--- config.mk ---
export PLATFORM = sky130hd
export DESIGN_NAME = arp_responder_mc
export DESIGN_NICKNAME = d
export VERILOG_FILES = /design/src/rtl/arp_pkg.sv /design/src/rtl/arp_reply_fifo.sv /design/src/rtl/arp_responder_mc.sv
export SDC_FILE = /design/constraint.sdc
export NUM_CORES = 1
export LEC_CHECK = 0
export ABC_AREA = 1
export CORE_MARGIN = 4
export CORE_UTILIZATION = 55
export DETAILED_ROUTE_END_ITERATION = 8
export HOLD_SLACK_MARGIN = 0.12
export PLACE_DENSITY = 0.87
export SYNTH_ARGS = -nofsm -noshare
export SYNTH_HDL_FRONTEND = slang
export SYNTH_SLANG_ARGS = --single-unit
--- constraint.sdc ---
create_clock -name clock -period 28.4 [get_ports clock]
set_clock_uncertainty 0.2 [all_clocks]
set_input_delay 2.84 -clock clock [delete_from_list [all_inputs] [get_ports clock]]
set_output_delay 2.84 -clock clock [all_outputs]
set_load 0.01 [all_outputs]
--- src/rtl/arp_pkg.sv ---
// Shared ARP constants, frame geometry, queue entry type and FSM state encodings
// for the ARP responder and its reply queue.
package arp_pkg;

    localparam logic [15:0] ARP_ETHERTYPE = 16'h0806;
    localparam logic [15:0] ARP_HTYPE     = 16'h0001;
    localparam logic [15:0] ARP_PTYPE     = 16'h0800;
    localparam logic [7:0]  ARP_HLEN      = 8'h06;
    localparam logic [7:0]  ARP_PLEN      = 8'h04;
    localparam logic [15:0] OPER_REQ      = 16'h0001;
    localparam logic [15:0] OPER_REPLY    = 16'h0002;

    localparam int RX_LEN = 28;
    localparam int TX_LEN = 30;

    localparam logic [4:0] OFF_SHA = 5'd8;
    localparam logic [4:0] OFF_SPA = 5'd14;
    localparam logic [4:0] OFF_THA = 5'd18;
    localparam logic [4:0] OFF_TPA = 5'd24;
    localparam logic [4:0] RX_LAST = 5'(RX_LEN - 1);
    localparam logic [4:0] TX_LAST = 5'(TX_LEN - 1);

    localparam int SLOT_MAX_W = 2;

    typedef struct packed {
        logic [47:0]           mac;
        logic [31:0]           ip;
        logic [SLOT_MAX_W-1:0] slot;
    } arp_entry_t;

    typedef enum logic [1:0] {R_IDLE, R_RX, R_SKIP} rx_state_t;
    typedef enum logic [1:0] {T_IDLE, T_REQ, T_SEND} tx_state_t;

    // Expected value of request header byte idx (0..7).
    function automatic logic [7:0] rx_header_byte(input logic [2:0] idx);
        logic [63:0] hdr;
        hdr = {ARP_HTYPE, ARP_PTYPE, ARP_HLEN, ARP_PLEN, OPER_REQ};
        return hdr[{~idx, 3'b000} +: 8];
    endfunction

    // First ten transmitted bytes: ethertype followed by the fixed ARP header.
    function automatic logic [79:0] tx_header(input logic [15:0] oper);
        return {ARP_ETHERTYPE, ARP_HTYPE, ARP_PTYPE, ARP_HLEN, ARP_PLEN, oper};
    endfunction

endpackage

--- src/rtl/arp_reply_fifo.sv ---
// Small first-word-fall-through queue of pending ARP replies; a push into a full
// queue is still accepted when a pop happens in the same cycle.
module arp_reply_fifo
    import arp_pkg::*;
#(
    parameter int DEPTH = 2
) (
    input  logic       clock,
    input  logic       reset,
    input  logic       push,
    input  arp_entry_t push_data,
    input  logic       pop,
    output arp_entry_t head,
    output logic       full,
    output logic       empty
);

    localparam int PTR_W = (DEPTH > 1) ? $clog2(DEPTH) : 1;

    arp_entry_t mem [DEPTH];

    logic [PTR_W-1:0] wr_ptr_q, wr_ptr_d;
    logic [PTR_W-1:0] rd_ptr_q, rd_ptr_d;
    logic [PTR_W:0]   count_q, count_d;
    logic             do_push, do_pop;

    always_comb begin
        full     = (count_q == (PTR_W+1)'(DEPTH));
        empty    = (count_q == '0);
        do_pop   = pop && !empty;
        do_push  = push && (!full || do_pop);
        wr_ptr_d = do_push ? wr_ptr_q + 1'b1 : wr_ptr_q;
        rd_ptr_d = do_pop ? rd_ptr_q + 1'b1 : rd_ptr_q;
        count_d  = count_q;
        case ({do_push, do_pop})
            2'b10:   count_d = count_q + 1'b1;
            2'b01:   count_d = count_q - 1'b1;
            default: count_d = count_q;
        endcase
        head = mem[rd_ptr_q];
    end

    always_ff @(posedge clock or posedge reset) begin
        if (reset) begin
            wr_ptr_q <= '0;
            rd_ptr_q <= '0;
            count_q  <= '0;
        end else begin
            wr_ptr_q <= wr_ptr_d;
            rd_ptr_q <= rd_ptr_d;
            count_q  <= count_d;
        end
    end

    always_ff @(posedge clock) begin
        if (do_push) begin
            mem[wr_ptr_q] <= push_data;
        end
    end

endmodule

--- src/rtl/arp_responder_mc.sv ---
// ARP engine: parses requests from the RX byte stream, queues replies for local
// IP slots, and transmits replies and gratuitous announcements on grant.
module arp_responder_mc
    import arp_pkg::*;
#(
    parameter int NUM_IP      = 2,
    parameter int QUEUE_DEPTH = 2
) (
    input  logic                 clock,
    input  logic                 reset,
    input  logic                 rx_enable,
    input  logic [7:0]           rx_data,
    input  logic [47:0]          local_mac,
    input  logic [NUM_IP*32-1:0] local_ip,
    input  logic [NUM_IP-1:0]    ip_valid,
    input  logic                 announce,
    input  logic                 tx_enable,
    output logic                 tx_request,
    output logic [7:0]           tx_data,
    output logic                 tx_active,
    output logic [47:0]          destination_mac,
    output logic [7:0]           rx_drop_count
);

    localparam int SLOT_W = (NUM_IP > 1) ? $clog2(NUM_IP) : 1;

    rx_state_t         rx_state_q, rx_state_d;
    logic [4:0]        rx_cnt_q, rx_cnt_d;
    logic [47:0]       sha_q, sha_d;
    logic [31:0]       spa_q, spa_d;
    logic [23:0]       tpa_q, tpa_d;
    logic [7:0]        drop_q, drop_d;

    tx_state_t         tx_state_q, tx_state_d;
    logic [4:0]        tx_cnt_q, tx_cnt_d;
    logic [239:0]      frame_q, frame_d;
    logic [47:0]       dest_q, dest_d;
    logic              src_ann_q, src_ann_d;
    logic [SLOT_W-1:0] ann_slot_q, ann_slot_d;
    logic [NUM_IP-1:0] pend_q, pend_d;

    logic [31:0]       ip_slot [NUM_IP];
    logic [NUM_IP-1:0] match_vec;
    logic [SLOT_W-1:0] match_slot, ann_pick;
    logic [31:0]       reply_ip, ann_ip;
    logic [NUM_IP-1:0] ann_clear;
    logic [4:0]        tx_byte_idx;
    logic              commit;
    arp_entry_t        push_entry, fifo_head;
    logic              fifo_pop, fifo_full, fifo_empty;

    for (genvar gi = 0; gi < NUM_IP; gi++) begin : g_slot
        assign ip_slot[gi]   = local_ip[gi*32 +: 32];
        assign match_vec[gi] = ip_valid[gi] && (ip_slot[gi] == {tpa_q, rx_data});
    end

    // Lowest-index priority for both target-IP matches and pending announces.
    always_comb begin
        match_slot = '0;
        ann_pick   = '0;
        for (int k = NUM_IP - 1; k >= 0; k--) begin
            if (match_vec[k]) match_slot = SLOT_W'(k);
            if (pend_q[k])    ann_pick   = SLOT_W'(k);
        end
        reply_ip = ip_slot[0];
        ann_ip   = ip_slot[0];
        for (int k = 0; k < NUM_IP; k++) begin
            if (fifo_head.slot == SLOT_MAX_W'(k)) reply_ip = ip_slot[k];
            if (ann_pick == SLOT_W'(k))           ann_ip   = ip_slot[k];
        end
    end

    always_comb begin
        rx_state_d = rx_state_q;
        rx_cnt_d   = rx_cnt_q;
        sha_d      = sha_q;
        spa_d      = spa_q;
        tpa_d      = tpa_q;
        commit     = 1'b0;
        case (rx_state_q)
            R_IDLE: begin
                if (rx_enable) begin
                    rx_cnt_d   = 5'd1;
                    rx_state_d = (rx_data == rx_header_byte(3'd0)) ? R_RX : R_SKIP;
                end
            end
            R_RX: begin
                if (!rx_enable) begin
                    rx_state_d = R_IDLE;
                end else begin
                    rx_cnt_d = rx_cnt_q + 5'd1;
                    if (rx_cnt_q < OFF_SHA) begin
                        if (rx_data != rx_header_byte(rx_cnt_q[2:0])) rx_state_d = R_SKIP;
                    end else if (rx_cnt_q < OFF_SPA) begin
                        sha_d = {sha_q[39:0], rx_data};
                    end else if (rx_cnt_q < OFF_THA) begin
                        spa_d = {spa_q[23:0], rx_data};
                    end else if (rx_cnt_q == RX_LAST) begin
                        rx_state_d = R_SKIP;
                        commit     = |match_vec;
                    end else if (rx_cnt_q >= OFF_TPA) begin
                        tpa_d = {tpa_q[15:0], rx_data};
                    end
                end
            end
            R_SKIP: begin
                if (!rx_enable) rx_state_d = R_IDLE;
            end
            default: rx_state_d = R_IDLE;
        endcase

        push_entry.mac  = sha_q;
        push_entry.ip   = spa_q;
        push_entry.slot = SLOT_MAX_W'(match_slot);

        // A full queue still takes the push when the transmitter pops this cycle.
        drop_d = drop_q;
        if (commit && fifo_full && !fifo_pop && (drop_q != 8'hFF)) drop_d = drop_q + 8'd1;
    end

    always_comb begin
        tx_state_d = tx_state_q;
        tx_cnt_d   = tx_cnt_q;
        frame_d    = frame_q;
        dest_d     = dest_q;
        src_ann_d  = src_ann_q;
        ann_slot_d = ann_slot_q;
        fifo_pop   = 1'b0;
        ann_clear  = '0;
        case (tx_state_q)
            T_IDLE: begin
                tx_cnt_d = '0;
                if (!fifo_empty) begin
                    frame_d    = {tx_header(OPER_REPLY), local_mac, reply_ip,
                                  fifo_head.mac, fifo_head.ip};
                    dest_d     = fifo_head.mac;
                    src_ann_d  = 1'b0;
                    tx_state_d = T_REQ;
                end else if (|pend_q) begin
                    frame_d    = {tx_header(OPER_REQ), local_mac, ann_ip, 48'h0, ann_ip};
                    dest_d     = '1;
                    src_ann_d  = 1'b1;
                    ann_slot_d = ann_pick;
                    tx_state_d = T_REQ;
                end
            end
            T_REQ: begin
                if (tx_enable) begin
                    tx_cnt_d   = 5'd1;
                    tx_state_d = T_SEND;
                end
            end
            T_SEND: begin
                if (tx_cnt_q == TX_LAST) begin
                    tx_cnt_d   = '0;
                    tx_state_d = T_IDLE;
                    fifo_pop   = !src_ann_q;
                    for (int k = 0; k < NUM_IP; k++) begin
                        ann_clear[k] = src_ann_q && (ann_slot_q == SLOT_W'(k));
                    end
                end else begin
                    tx_cnt_d = tx_cnt_q + 5'd1;
                end
            end
            default: tx_state_d = T_IDLE;
        endcase

        pend_d = (pend_q & ~ann_clear) | (announce ? ip_valid : '0);
    end

    // Outputs derive from reset flops so an abandoned frame goes quiet immediately.
    always_comb begin
        tx_request      = (tx_state_q == T_REQ);
        tx_active       = ((tx_state_q == T_REQ) && tx_enable) || (tx_state_q == T_SEND);
        tx_byte_idx     = TX_LAST - tx_cnt_q;
        tx_data         = tx_active ? frame_q[{tx_byte_idx, 3'b000} +: 8] : 8'h00;
        destination_mac = dest_q;
        rx_drop_count   = drop_q;
    end

    always_ff @(posedge clock or posedge reset) begin
        if (reset) begin
            rx_state_q <= R_IDLE;
            rx_cnt_q   <= '0;
            sha_q      <= '0;
            spa_q      <= '0;
            tpa_q      <= '0;
            drop_q     <= '0;
            tx_state_q <= T_IDLE;
            tx_cnt_q   <= '0;
            frame_q    <= '0;
            dest_q     <= '0;
            src_ann_q  <= 1'b0;
            ann_slot_q <= '0;
            pend_q     <= '0;
        end else begin
            rx_state_q <= rx_state_d;
            rx_cnt_q   <= rx_cnt_d;
            sha_q      <= sha_d;
            spa_q      <= spa_d;
            tpa_q      <= tpa_d;
            drop_q     <= drop_d;
            tx_state_q <= tx_state_d;
            tx_cnt_q   <= tx_cnt_d;
            frame_q    <= frame_d;
            dest_q     <= dest_d;
            src_ann_q  <= src_ann_d;
            ann_slot_q <= ann_slot_d;
            pend_q     <= pend_d;
        end
    end

    arp_reply_fifo #(
        .DEPTH(QUEUE_DEPTH)
    ) u_fifo (
        .clock    (clock),
        .reset    (reset),
        .push     (commit),
        .push_data(push_entry),
        .pop      (fifo_pop),
        .head     (fifo_head),
        .full     (fifo_full),
        .empty    (fifo_empty)
    );

endmodule
==> key figures <==
Critical path
  • Critical path capture point type: output pin
  • CP Data Arrival Time: 4.68 ns
  • Required time worst endpoint: 25.36 ns
  • Setup CP Type: primary input to output pin
  • Cells along the critical path: clkdlybuf4s50_1 > a21oi_1 > inv_1 > nand2_1 > a21oi_1 > clkdlybuf4s50_1
  • CP bufs+invs: 3
  • Delay of the slowest critical-path stage: 0.60 ns
  • Critical Path Fanout Max: 8
  • Delay-heaviest family, CP: buffers and inverters
  • Max stage delay cell, worst path: a21oi_1
  • CP startpoint kind: primary input

Detailed routing
  • ANT nets after route: 0
  • DR vias: 20.3k
  • DRC: 0
  • First-iteration detailed-routing DRC count: 2812
  • DR WL/cell: 22.0 um
  • Vias per Instance: 5.93
  • Final wirelength: 75400 um
  • DR pass1 iterations: 6

Power and ir drop
  • PD cells: 73.5 nW/um^2
  • VDD IR max: 0.0518 mV
  • Leak: 12.0 nW

Timing
  • RSZ-0062 raised after global routing: false
  • Final period util: 27.2%
  • Setup violators final: 0
  • Slew margin rel.: 20.7%
  • Worst hold slack: 0.264 ns
  • Min cycle time layout: 7.72 ns
  • Setup TNS: 0 ns
  • F_max: 130 MHz
  • Fin. max-slew vios: 0
  • Slew @ Worst Pin: 1.19 ns
  • Final Hold Fails: 0

Synthesis
  • Post-Synthesis Cells: 2708
  • Cell taking the most area after synthesis: dfrtp_1
  • Adder-cell share of the synthesized area: 0.696%
  • Synth Area in Compound Gates: 13.9%
  • Number of synthesized register bits: 506
  • Synthesized-area fraction occupied by xor and xnor cells: 1.16%
  • Net Count, Synth: 2848
  • Netlist area before placement: 23400 um^2
  • Sequential area share after synthesis: 57.7%
  • Synth Area in Simple Gates: 19.1%
  • Synth top area share: 36.8%
  • Yosys warning total: 0
  • Avg Inst Size Synth: 8.63 um^2
  • Synth cell count leaders: nand2_1 (732), dfrtp_1 (344), o21ai_0 (292), nor2_1 (271), inv_1 (259)
  • Synth async-reset ratio: 68.0%
  • Number of flops mapped to enable cells by yosys: 162
  • Largest family of logic cells by synthesized area: simple AND/OR/NAND/NOR gates
  • Yosys cell types: 48
  • Synth area leaders: dfrtp_1 (37%), edfxtp_1 (21%), nand2_1 (12%)
  • Most frequent cell after synthesis: nand2_1
  • Multiplexer area fraction after synthesis: 0.386%
  • Synth Flop Type: dfrtp_1

Final layout
  • Area growth syn-to-layout: 17.3%
  • Layout cells sized above 1: 5.76%
  • Ant diodes: 0
  • Nets: 2980

Clock network
  • Post-CTS Setup Inserts: 0
  • Post-CTS resize count: 0
  • CTS tree: yes
  • CTS clk-pin slew, worst paths: 0.06 ns
  • Cts hold-fix bufs: 0
  • Clock root cell: clkbuf_16
  • CTS Sinks: 506
  • Clk buf depth: 3
  • Total CTS buffers: 51
  • # H-tree levels: 2
  • Skew-Pair Late Insertion Delay: 0.61 ns

Flow run
  • Max Cap Viol: 0

Die
  • I/O pins: 193
  • DIE AREA: 45800 um^2
  • Die H: 214 um
  • Site row count: 75
  • Starting density of the core: 55.7%
  • Core ar.: 41900 um^2
  • Chip Width: 214 um

Global routing
  • Initial antenna violation count: 0
  • Largest net degree at the start of global routing: 183
  • Number of global-route vias before repair: 19.6k
  • Tot GR Track Use: 32.0%
  • Overflow after GRT: 0
  • First-pass GRT wire length: 115000 um

Place
  • Port bufs: 192
  • Hpwl dp: 50100 um
  • GP Congestion: 0.985

Min path
  • Hold Path Class: flop to flop

Status
  • Status: finished, final reports clean
[per-stage QoR]
stage	cells	instance area, um^2	total power, mW	worst slack [ns]	util [%]
3_5_place_dp	3326	25600	1.30	20.69	61.1
2_1_floorplan	2708	23400	1.16	15.82	-
5_1_grt	3422	27400	2.10	20.57	65.4
3_3_place_gp	3326	25600	1.28	20.73	61.1
4_1_cts	3422	27400	2.01	20.68	65.4
6_report	3422	27400	2.02	20.68	65.4
[kinds of logic after synthesis]
family | after synthesis
adder cells (fa/ha/maj) | 13
AO/OA/AOI/OAI | 616
AND/OR/NAND/NOR | 1117
flip-flops | 506
buffers and inverters | 417
multiplexers | 8
XOR/XNOR | 31
[worst paths after layout]
path | startpoint | end | slack (ns) | depth (start not counted)
max in group asynchronous | reset | destination_mac[37] | 23.96 | 3
min in group asynchronous | reset | tpa_q[11] | 2.56 | 2
min | spa_q[24] | u_fifo.mem[1][25] | 0.26 | 0
max | tx_enable | tx_data[2] | 20.68 | 6
max reg2reg | tx_cnt_q[0] | u_fifo.mem[0][24] | 24.08 | 9
min reg2reg | spa_q[24] | u_fifo.mem[1][25] | 0.26 | 0
[area by class of cell]
cell class	instances	area (um^2)
fillers	3123	14500
repair buffers	212	2080
clock inverters	20	275
clock buffers	76	1520
well taps	539	674
flip-flops and latches	506	13500
multi-input cells	1785	8300
inverters	284	1080
[sequential cells by signal, summed over array words and instances, names as in the netlist]
name	cells
rx_drop_count	8
u_fifo.count_q	2
rx_state_q	2
tpa_q	24
sha_q	48
ann_slot_q	1
rx_cnt_q	5
pend_q	2
tx_state_q	2
destination_mac	48
u_fifo.mem	162
u_fifo.rd_ptr_q	1
spa_q	32
u_fifo.wr_ptr_q	1
tx_cnt_q	5
frame_q	163
[layout by cell type (no fill, tap or decap), drive strengths merged, types with 27 or more instances in the layout]
master,synthesis,final
edfxtp,162,162
dfrtp,344,344
o21ai,311,311
clkbuf,64,76
nand3,57,57
inv,280,281
a21oi,225,225
nor2,283,283
clkdlybuf4s50,0,192
a22oi,27,27
nand2,739,739
[per-layer routing]
| metal | vias to the layer above | routed length, um | track usage, % | share of wire, % |
|---|---|---|---|---|
| met5 | - | 0 | 0 | 0 |
| met4 | 0 | 2780 | 10.4 | 3.7 |
| met3 | 197 | 7780 | 6.56 | 10 |
| met2 | 1280 | 35500 | 51.9 | 47 |
| met1 | 9737 | 29300 | 43.9 | 39 |
| li1 | 9069 | - | - | - |
[power breakdown]
part	internal [mW]	total [mW]	switching, mW
logic	0.127	0.422	0.295
registers	0.836	0.884	0.0482
clock network	0.413	0.710	0.298
No activity file was read; power rests on OpenSTA's default activity.
